### src/rtl/uart_alu_interface.sv
// Frame bridge: pops A, B, opcode bytes from the UART RX FIFO, presents them to a
// combinational ALU, and pushes the one-byte result into the UART TX FIFO.
module uart_alu_interface #(
    parameter int DBIT    = 8,
    parameter int NB_OP   = 6,
    parameter int TIMEOUT = 260000,
    parameter int TO_BIT  = 18
) (
    input  logic             clk,
    input  logic             reset,
    input  logic             rx_empty,
    input  logic [DBIT-1:0]  r_data,
    output logic             rd_uart,
    input  logic             tx_full,
    output logic             wr_uart,
    output logic [DBIT-1:0]  w_data,
    output logic [DBIT-1:0]  alu_a,
    output logic [DBIT-1:0]  alu_b,
    output logic [NB_OP-1:0] alu_op,
    input  logic [DBIT-1:0]  alu_result,
    output logic             frame_err
);

    typedef enum logic [2:0] {
        WAIT_A,
        WAIT_B,
        WAIT_OP,
        COMPUTE,
        SEND
    } state_e;

    state_e            state_q, state_d;
    logic [DBIT-1:0]   a_q, a_d;
    logic [DBIT-1:0]   b_q, b_d;
    logic [NB_OP-1:0]  op_q, op_d;
    logic [DBIT-1:0]   w_q, w_d;
    logic [TO_BIT-1:0] cnt_q, cnt_d;
    logic              ferr_q, ferr_d;

    logic in_wait;
    logic terminal;

    // NOTE: every signal written here gets a default first, so no path leaves it
    // unassigned and no latch is inferred.
    always_comb begin
        state_d  = state_q;
        a_d      = a_q;
        b_d      = b_q;
        op_d     = op_q;
        w_d      = w_q;
        cnt_d    = '0;
        ferr_d   = 1'b0;
        in_wait  = (state_q == WAIT_A) || (state_q == WAIT_B) || (state_q == WAIT_OP);
        terminal = (cnt_q == TO_BIT'(TIMEOUT - 1));

        case (state_q)
            WAIT_A: begin
                if (!rx_empty) begin
                    a_d     = r_data;
                    state_d = WAIT_B;
                end
            end
            WAIT_B: begin
                if (!rx_empty) begin
                    b_d     = r_data;
                    state_d = WAIT_OP;
                end else if (terminal) begin
                    ferr_d  = 1'b1;
                    state_d = WAIT_A;
                end else begin
                    cnt_d = cnt_q + 1'b1;
                end
            end
            WAIT_OP: begin
                // A byte arriving on the terminal count still completes the frame.
                if (!rx_empty) begin
                    op_d    = r_data[NB_OP-1:0];
                    state_d = COMPUTE;
                end else if (terminal) begin
                    ferr_d  = 1'b1;
                    state_d = WAIT_A;
                end else begin
                    cnt_d = cnt_q + 1'b1;
                end
            end
            COMPUTE: begin
                w_d     = alu_result;
                state_d = SEND;
            end
            SEND: begin
                if (!tx_full) begin
                    state_d = WAIT_A;
                end
            end
            default: begin
                state_d = WAIT_A;
            end
        endcase
    end

    // Strobes are Mealy so back-to-back bytes pop on consecutive cycles; a reset
    // cycle suppresses both so no byte is lost or duplicated.
    assign rd_uart = !reset && in_wait && !rx_empty;
    assign wr_uart = !reset && (state_q == SEND) && !tx_full;

    // NOTE: sequential state uses non-blocking assignments only, so every flop
    // samples the values from before this edge.
    always_ff @(posedge clk) begin
        if (reset) begin
            state_q <= WAIT_A;
            a_q     <= '0;
            b_q     <= '0;
            op_q    <= '0;
            w_q     <= '0;
            cnt_q   <= '0;
            ferr_q  <= 1'b0;
        end else begin
            state_q <= state_d;
            a_q     <= a_d;
            b_q     <= b_d;
            op_q    <= op_d;
            w_q     <= w_d;
            cnt_q   <= cnt_d;
            ferr_q  <= ferr_d;
        end
    end

    assign alu_a     = a_q;
    assign alu_b     = b_q;
    assign alu_op    = op_q;
    assign w_data    = w_q;
    assign frame_err = ferr_q;

endmodule

### config.mk
export PLATFORM = sky130hd
export DESIGN_NAME = uart_alu_interface
export DESIGN_NICKNAME = d
export VERILOG_FILES = /design/src/rtl/uart_alu_interface.sv
export SDC_FILE = /design/constraint.sdc
export NUM_CORES = 1
export LEC_CHECK = 0
export BUFFER_PORTS_ARGS = -buffer_cell sky130_fd_sc_hd__buf_4
export CAP_MARGIN = 0
export CORE_ASPECT_RATIO = 1.4
export CORE_UTILIZATION = 47
export DETAILED_ROUTE_END_ITERATION = 12
export PLACE_DENSITY = 0.79
export SLEW_MARGIN = 30
export SYNTH_ARGS = -nofsm -noshare
export SYNTH_HDL_FRONTEND = slang
export SYNTH_SLANG_ARGS = --single-unit
### constraint.sdc
create_clock -name clk -period 1.5 [get_ports clk]
set_input_delay 0.3 -clock clk [delete_from_list [all_inputs] [get_ports clk]]
set_output_delay 0.3 -clock clk [all_outputs]
set_load 0.02 [all_outputs]
Yosys cells after proc, flatten, opt, wreduce, memory -nomap -nowiden
Index checks and enable logic that the tools add are counted.
{"block": "totals", "reg_bits": 52, "in_bits": 20, "wordCells": 41}
{"block": "op_classes", "add_sub_neg": 1, "n_eq_ne": 7, "muxes": 7, "bitwise": 2, "reduce_logical": 17}
{"operator": "18-bit by 1-bit adder with 18-bit output (second input constant)", "count": 1}
{"operator": "18-bit == test (second input constant)", "count": 1}
{"operator": "3-bit two-way mux", "count": 5}
{"operator": "3-bit one-hot mux with 5 select lines", "count": 1}
{"operator": "2-bit AND reduction", "count": 4}
{"operator": "3-bit by 2-bit == test with 1-bit output (second input constant)", "count": 2}
{"operator": "1-bit logical AND", "count": 4}
{"operator": "2-bit != test (second input constant)", "count": 2}
{"operator": "4-bit OR reduction", "count": 1}
{"operator": "3-bit by 1-bit == test with 1-bit output (second input constant)", "count": 1}
{"operator": "3-bit == test (second input constant)", "count": 1}
{"operator": "1-bit logical NOT", "count": 3}
{"operator": "3-bit logical NOT", "count": 1}
{"operator": "3-bit OR reduction", "count": 1}
{"operator": "1-bit logical OR", "count": 2}
{"operator": "1-bit NOT", "count": 2}
{"operator": "2-bit OR reduction", "count": 1}
{"operator": "1-bit two-way mux", "count": 1}

Depth between registers and ports, before layout
Gate-level depths: netlist of run 1.
{"block": "logic_depth", "ltp_word": 5, "depth_mapped": 6, "ltp_nobuf": 5}

Worst setup path after synthesis of run 1
OpenSTA, ideal clock, no wires.
{"block": "synth_path", "path_type": "register to register", "startpoint": "reg cnt_q[0]", "endpoint": "reg cnt_q[16]", "setup_time_ps": 115, "t_arrival_ps": 1468, "required_ps": 1385, "slack_ps": -83, "stages_incl_launch_ff": 7, "n_path_buf": 1, "path_cell_list": "dfxtp_1 > ha_1 > and4_2 > nand2_1 > o21bai_2 > buf_4 > nor2_1"}
{"block": "synth_via", "elab_chain_len": 2, "word_cells_on_any_way": 3, "classes_between": "1 x add/sub; 1 x eq/ne; 1 x reduce/logical"}
{"item": "from (decl)", "line_no": "37", "rtl": "logic [TO_BIT-1:0] cnt_q, cnt_d;"}
{"item": "from (signal assigned)", "line_no": "123", "rtl": "cnt_q <= cnt_d;"}
{"item": "parallel branches: the longest is 2 deep, another holds 18-bit by 1-bit adder with 18-bit output"}
Several ways; the timed one is not identified.
A chain may end at the register's enable or synchronous reset.

Final worst setup path of run 1
{"block": "layout_path", "startpoint": "reg state_q[0]", "endpoint": "out rd_uart"}
{"block": "layout_via", "elab_chain_len": 5, "word_cells_on_any_way": 7, "classes_between": "2 x eq/ne; 5 x reduce/logical"}
{"item": "from (decl)", "line_no": "32", "rtl": "state_e state_q, state_d;"}
{"item": "from (signal assigned)", "line_no": "118", "rtl": "state_q <= state_d;"}
{"item": "3-bit by 1-bit == test with 1-bit output or 3-bit logical NOT (tied branches)", "line_no": "53", "rtl": "in_wait = (state_q == WAIT_A) || (state_q == WAIT_B) || (state_q == WAIT_OP);"}
{"item": "1-bit logical OR", "line_no": "53"}
{"item": "1-bit logical OR *", "line_no": "53"}
{"item": "1-bit logical AND * (2 in series)", "line_no": "103", "rtl": "assign rd_uart = !reset && in_wait && !rx_empty;"}
{"item": "to (decl)", "line_no": "13", "rtl": "output logic rd_uart,"}
Every way passes the cells marked *; elsewhere a longest branch is shown, timed or not.

==> results of run 1 <==
## power by group through the flow
| stage | sequential, µW | clock, µW | combinational, µW |
|---|---|---|---|
| 2_1_floorplan | 1500 | 0 | 134 |
| 3_3_place_gp | 1470 | 0 | 305 |
| 3_5_place_dp | 1480 | 0 | 309 |
| 4_1_cts | 1440 | 818 | 323 |
| 5_1_grt | 1450 | 874 | 369 |
| 6_report | 1440 | 791 | 341 |
## worst min path at each step
stage / start / endpoint / slack, ns / cells after the start
finish: reset / state_q[2] / 0.20 / 2
global route: reset / state_q[2] / 0.19 / 2
CTS: reset / state_q[2] / 0.18 / 2
detailed placement: w_data[3] / w_data[3] / 0.45 / 2
global placement: w_data[3] / w_data[3] / 0.44 / 2
floorplan: r_data[0] / alu_b[0] / 0.44 / 2
## repair_timing
action	in CTS	in global routing
hold endpoints to repair	0	0
gates cloned	0	0
pin swaps	1	5
endpoints found under the setup margin	4	27
resized for setup	8	23
setup buffers	2	3
## through the flow
stage	utilization, %	setup slack [ns]
global placement	65.4	0.00333
floorplan	-	0.00216
detailed placement	65.4	-0.0404
finish	70.6	0.0213
CTS	68.3	-0.0319
global route	70.6	-0.0355
## routing by layer
layer | wire, µm | GRT usage (%) | up-vias
met3 | 163 | 4.57 | 7
met1 | 2050 | 21.1 | 896
li1 | - | - | 993
met4 | 69 | 8.10 | 0
met2 | 2500 | 38.1 | 44
met5 | 0 | 0 | -
## logic make-up (layout without fill, tap and decap cells)
kind of cell               Yosys count  in the layout  share of synthesized area [%]
xor gates and xnor gates            14             14                           5.70
adders and majority gates            1              1                          0.582
DFF                                 52             52                           48.4
and+or+nand+nor                    118            118                           28.8
buffers and inverters               14             99                           2.79
AOI/OAI and AO/OA                   27             27                           7.22
muxes                               14             14                           6.52
## synth_stat cells (2+ instances only)
cell type and n:
a21oi_1 20, and3_1 3, buf_2 3, clkbuf_1 7, dfxtp_1 52, inv_1 3
mux2i_1 14, nand2_1 40, nand3_1 9, nand4_1 6, nor2_1 32, nor3_1 4
nor4_1 4, o21ai_0 2, or2_2 3, or3_1 3, xnor2_1 7, xor2_1 7
## registers in the layout, summed over array words and instances (netlist names)
signal and cells:
cnt_q 18, w_data 8, frame_err 1, alu_op 6, alu_b 8, state_q 3
alu_a 8
## cell usage in the layout (no fill, tap or decap), types with 2 or more instances in the layout
cell type,Yosys,layout
a21oi_1,20,20
and3_4,0,2
buf_4,1,82
buf_6,0,5
clkbuf_8,0,5
dfxtp_1,52,43
dfxtp_2,0,7
dfxtp_4,0,2
inv_1,3,3
mux2i_1,14,14
nand2_1,40,38
nand3_1,9,9
nand4_1,6,6
nor2_1,32,30
nor3_1,4,3
nor4_1,4,3
nor4b_2,1,2
o21ai_0,2,2
or2_2,3,3
or3_1,3,3
xnor2_1,7,7
xor2_1,7,7
## cell type report
type                            instances  area [µm²]
Clock buffer                            6        72.6
Clock inverter                          2        16.3
Fill cell                             340        1270
Inverter                                3        11.3
Multi-Input combinational cell        174        1120
Sequential cell                        52        1060
Tap cell                               60        75.1
Timing Repair Buffer                   88         692
## worst max-delay path, stage by stage (launching register included)
cell and delay (ns):
dfxtp_4 0.37, buf_4 0.15, nand2_4 0.06, and3_4 0.18
buf_6 0.11
==> flow_summary.ini, run 1 <==
[power]
power_frac_clock_pct = 30.7
power.leakage_uw = 0.00120
seq_power_share_pct = 56.0
swShare_pct = 25.3
internal_power_uw = 1920
max-vdd-ir-drop_uv = 665
pwr-share-comb_pct = 13.3
finalPower_uw = 2570
pwr_density_cell_nw_per_um2 = 847
p_switching_uw = 650

[yosys]
yosys_register_bits = 52
yosysWarnings = 0
yosys_most_used_dff = dfxtp_1
yosysTopAreaCell = dfxtp_1
synthArstFlopShare_pct = 0
synth.distinct_cells = 39
synth-edff-count = 0
avgSynthCellArea_um2 = 8.96
synthTopCellsByArea = dfxtp_1, nand2_1, mux2i_1
ys_seq_area_share_pct = 48.4
netlist_area_um2 = 2150
yosys.area.top_type_share_pct = 48.4
synthCells = 240
synth.net_count = 261

[cts]
cts_max_level = 2
clk_pin_slew_worst_paths_ns = 0.10
clock_path_buffers = 2
clock_sinks = 52
cts_tree = yes
cts_root_buffer = clkbuf_8
cts_buffers = 5
ctsHoldBuffers = 0
insertion_delay_ns = 0.31

[die]
fp.dieH_um = 82.0
die_area_um2 = 4850
rows = 28
die_w_um = 59.2
start_util_pct = 49.9
coreArea_um2 = 4310
pin_count = 53

[worst_setup_path]
endpoint = rd_uart
r2r-end = alu_a[1]
cp-startpoint = state_q[0]
rrSetupSlack_ns = 0.05
worstSetupStartpointType = flop
cp_max_fo = 4
critPathRequiredTime_ns = 1.20
critPathArrivalTime_ns = 1.18
crit_type = reg2out
rr_startpoint = state_q[0]
reg2reg_depth = 6
critPathCaptureType = primary output

[timing]
fin_setup_tns_ns = 0
min_period_over_period_pct = 98.6
timing.slew.headroom_pct = 78.5
min_period_ns = 1.48
whs_ns = 0.201
skew_ns = 0.0123
tightest_slew_ns = 0.319
rsz0062_at_grt = yes
hold_viol = 0
drv_slew = 0
max_freq_ghz = 0.676
finalSetupViolations = 0

[drt]
vias_per_cell = 5.04
drtIter0Drc = 114
vias = 1940
postRouteAntennaNets = 0
wirelength_mm = 4.78
drtPass1Iterations = 4
drc_errors = 0
wl_per_cell_um = 12.4

[finish]
final_cells = 385
syn2layout_area_growth_pct = 41.4
diodes = 0
fin_nets = 345
finalInstanceArea_um2 = 3040
layout-drive-gt1-share_pct = 40.0

[global_route]
grt_pass1_vias = 1753
grt_pass1_wl_mm = 7.48
grt_max_degree = 31
overflow = 0
antenna_found_initial = 0
track_usage_pct = 20.2

[place]
dpl.cell_count = 372
place_area_um2 = 2820
port_buffers = 52
place_congestion = 0.849
hpwlAfterDp_mm = 3.46

[job]
cap_violations = 0

[worst_hold_path]
hold_class = in2reg

[status]
outcome = finished clean
Note: power is estimated with default switching activity, not from simulation.
==> run 2: changes to the inputs <==
--- a/config.mk
+++ b/config.mk
@@ -5,12 +5,16 @@
 export SDC_FILE = /design/constraint.sdc
 export NUM_CORES = 1
 export LEC_CHECK = 0
+export ABC_AREA = 1
 export BUFFER_PORTS_ARGS = -buffer_cell sky130_fd_sc_hd__buf_4
 export CAP_MARGIN = 0
+export CELL_PAD_IN_SITES_DETAIL_PLACEMENT = 0
+export CELL_PAD_IN_SITES_GLOBAL_PLACEMENT = 1
 export CORE_ASPECT_RATIO = 1.4
-export CORE_UTILIZATION = 47
+export CORE_UTILIZATION = 34
 export DETAILED_ROUTE_END_ITERATION = 12
 export PLACE_DENSITY = 0.79
+export REMOVE_ABC_BUFFERS = 1
 export SLEW_MARGIN = 30
 export SYNTH_ARGS = -nofsm -noshare
 export SYNTH_HDL_FRONTEND = slang
==> flow_summary.ini, run 2 <==
[worst_setup_path]
critPathArrivalTime_ns = 1.27
critPathRequiredTime_ns = 1.20
crit_type = reg2out
slowest_stage = dfxtp_2
reg2reg_depth = 9
cp_max_fo = 3
rrSetupSlack_ns = 0.02
worstSetupStartpointType = flop
critPathMaxStageDelay_ns = 0.36
cpMostUsedCell = nand2_2
worst_path_dominant_cell_family = flip-flops
timing.critical_path.buf_inv = 3
rr_startpoint = state_q[0]
path_cells = inv_4 > nor2_4 > nand2_2 > nand2_2 > o211ai_1 > inv_1 > buf_6
critPathCaptureType = primary output
r2r-end = cnt_q[2]

[place]
place_congestion = 0.793
port_buffers = 52
hpwlAfterDp_mm = 4.16

[power]
internal_power_uw = 2120
seq_power_share_pct = 51.4
power.leakage_uw = 0.00126
pwr-share-comb_pct = 15.2
pwr_density_cell_nw_per_um2 = 975
max-vdd-ir-drop_uv = 526
finalPower_uw = 2870
swShare_pct = 26.0
power_frac_clock_pct = 33.4
p_switching_uw = 745

[drt]
drc_errors = 0
vias_per_cell = 4.71
wirelength_mm = 5.55
vias = 2125
wl_per_cell_um = 12.3
postRouteAntennaNets = 0
drtPass1Iterations = 4
drtIter0Drc = 65

[finish]
mostFrequentLayoutCells = nor2_1, buf_4, nand2_1
final_common_cell = nor2_1
syn2layout_area_growth_pct = 32.5
diodes = 0
final_core_util_pct = 47.0
fin_nets = 399
largest_reg_flops = 18
layout-drive-gt1-share_pct = 27.7
regMostFlops = cnt_q

[yosys]
yosys_register_bits = 52
netlist_top_cells_count = nor2_1, nand2_1, dfxtp_1, inv_1, o21ai_0
synth_compound_area_share_pct = 11.4
synth_mux_area_share_pct = 0
yosysTopAreaCell = dfxtp_1
synthArstFlopShare_pct = 0
synth-edff-count = 0
synth.distinct_cells = 23
avgSynthCellArea_um2 = 7.18
yosys.area.top_type_share_pct = 46.9
synth-xor-area-share_pct = 2.37
synth_most_common_cell = nor2_1
netlist_area_um2 = 2220
yosysWarnings = 0
synth-simple-area-share_pct = 31.6
synth_top_family_by_area = simple AND/OR/NAND/NOR gates
synth_fa_ha_area_share_pct = 0.564
ys_seq_area_share_pct = 46.9
yosys_most_used_dff = dfxtp_1
synthTopCellsByArea = dfxtp_1, nor2_1, nand2_1
synthCells = 309

[status]
outcome = finished, violations left
violations = negative setup slack

[timing]
tightest_slew_ns = 0.281
rsz0062_at_grt = yes
timing.slew.headroom_pct = 81.3
postLayoutSetupSlackWorst_ns = -0.0698
min_period_over_period_pct = 105
skew_ns = 0.00595
min_period_ns = 1.57
drv_slew = 0
finalSetupViolations = 1
hold_viol = 0
max_freq_ghz = 0.637

[job]
cap_violations = 0

[global_route]
overflow = 0
grt_pass1_vias = 2023
grt_max_degree = 16
track_usage_pct = 16.5
grt_pass1_wl_mm = 9.23
antenna_found_initial = 0

[die]
fp.dieH_um = 97.6
die_w_um = 70.3
die_area_um2 = 6860
rows = 34
pin_count = 53
coreArea_um2 = 6250
start_util_pct = 35.5

[worst_hold_path]
min-delay-start = r_data[6]
holdPathStages = 3
hold_end = alu_b[6]
hold_class = in2reg

[cts]
clock_sinks = 52
cts_max_level = 2
cts_root_buffer = clkbuf_8
cts_tree = yes
insertion_delay_ns = 0.30
clock_path_buffers = 2
cts_buffers = 5
clk_pin_slew_worst_paths_ns = 0.10
[run 2: cell types whose count changed after synthesis, moves of 4 or more]
| cell | delta |
|---|---|
| inv_1 | +28 |
| mux2i_1 | -14 |
| nand2_1 | +16 |
| clkbuf_1 | -4 |
| xor2_1 | -4 |
| o21ai_0 | +23 |
| a21oi_2 | +6 |
| nand4_1 | -4 |
| a21oi_1 | -8 |
| nor4_1 | -4 |
| xnor2_1 | -4 |
| nor2_1 | +41 |
| nand3_1 | +10 |
[run 2: layout make-up]
cell class,instances,area [µm²]
flip-flops and latches,52,1050
repair buffers,68,514
clock buffers,6,72.6
fillers,659,3310
well taps,72,90.1
multi-input cells,218,1050
clock inverters,2,35.0
inverters,33,126
[run 2: repair_timing]
item,CTS,global route
gates resized for setup,10,6
setup endpoints to repair,2,4
hold buffers,0,0
setup buffers,2,1
pin swaps,1,2
[run 2: logic make-up (layout without fill, tap and decap cells)]
kind of cell | after synthesis | in the layout
AND/OR/NAND/NOR | 166 | 166
adder cells (fa/ha/maj) | 1 | 1
AO/OA/AOI/OAI | 45 | 45
buffers and inverters | 39 | 109
XOR/XNOR | 6 | 6
flip-flops | 52 | 52
[run 2: worst register-to-register path: cells and delay by family, from the launching register on]
kind                   cells  cell delay, ns
flip-flops                 1            0.39
AND/OR/NAND/NOR            4            0.38
AO/OA/AOI/OAI              1            0.15
buffers and inverters      4            0.50
[run 2: metrics by stage]
| stage | instances | TNS (ns) | cell area, µm² | hold slack, ns | setup WS [ns] |
|---|---|---|---|---|---|
| final | 451 | -0.0698 | 2940 | 0.230 | -0.0698 |
| after global routing | 451 | -0.782 | 2940 | 0.223 | -0.138 |
| after CTS | 450 | -0.0747 | 2910 | 0.219 | -0.0739 |
| after global placement | 440 | 0 | 2760 | 0.450 | 0.138 |
| after floorplan | 303 | -0.883 | 2190 | 0.369 | -0.154 |
| after detailed placement | 440 | 0 | 2760 | 0.457 | 0.119 |
[run 2: how the worst max path moves through the flow]
stage,startpoint,slack [ns],endpoint,depth (start not counted)
after floorplan,state_q[2],-0.15,rd_uart,3
after global placement,state_q[2],0.14,alu_a[7],5
after detailed placement,cnt_q[1],0.12,cnt_q[2],7
after CTS,state_q[0],-0.07,rd_uart,7
after global routing,state_q[0],-0.14,rd_uart,7
final,state_q[0],-0.07,rd_uart,7
[run 2: power by group through the flow]
stage                     clock network [µW]  logic, µW  registers (µW)
after floorplan                            0        149            1560
after global placement                     0        412            1500
after detailed placement                   0        412            1500
after CTS                                989        428            1470
after global routing                    1050        478            1480
final                                    956        437            1470
[run 2: routing by layer]
metal / GRT usage (%) / wire length (µm)
met5: 0 / 0
met4: 4.62 / 64
met3: 3.11 / 185
met2: 30.5 / 2980
met1: 18.9 / 2320
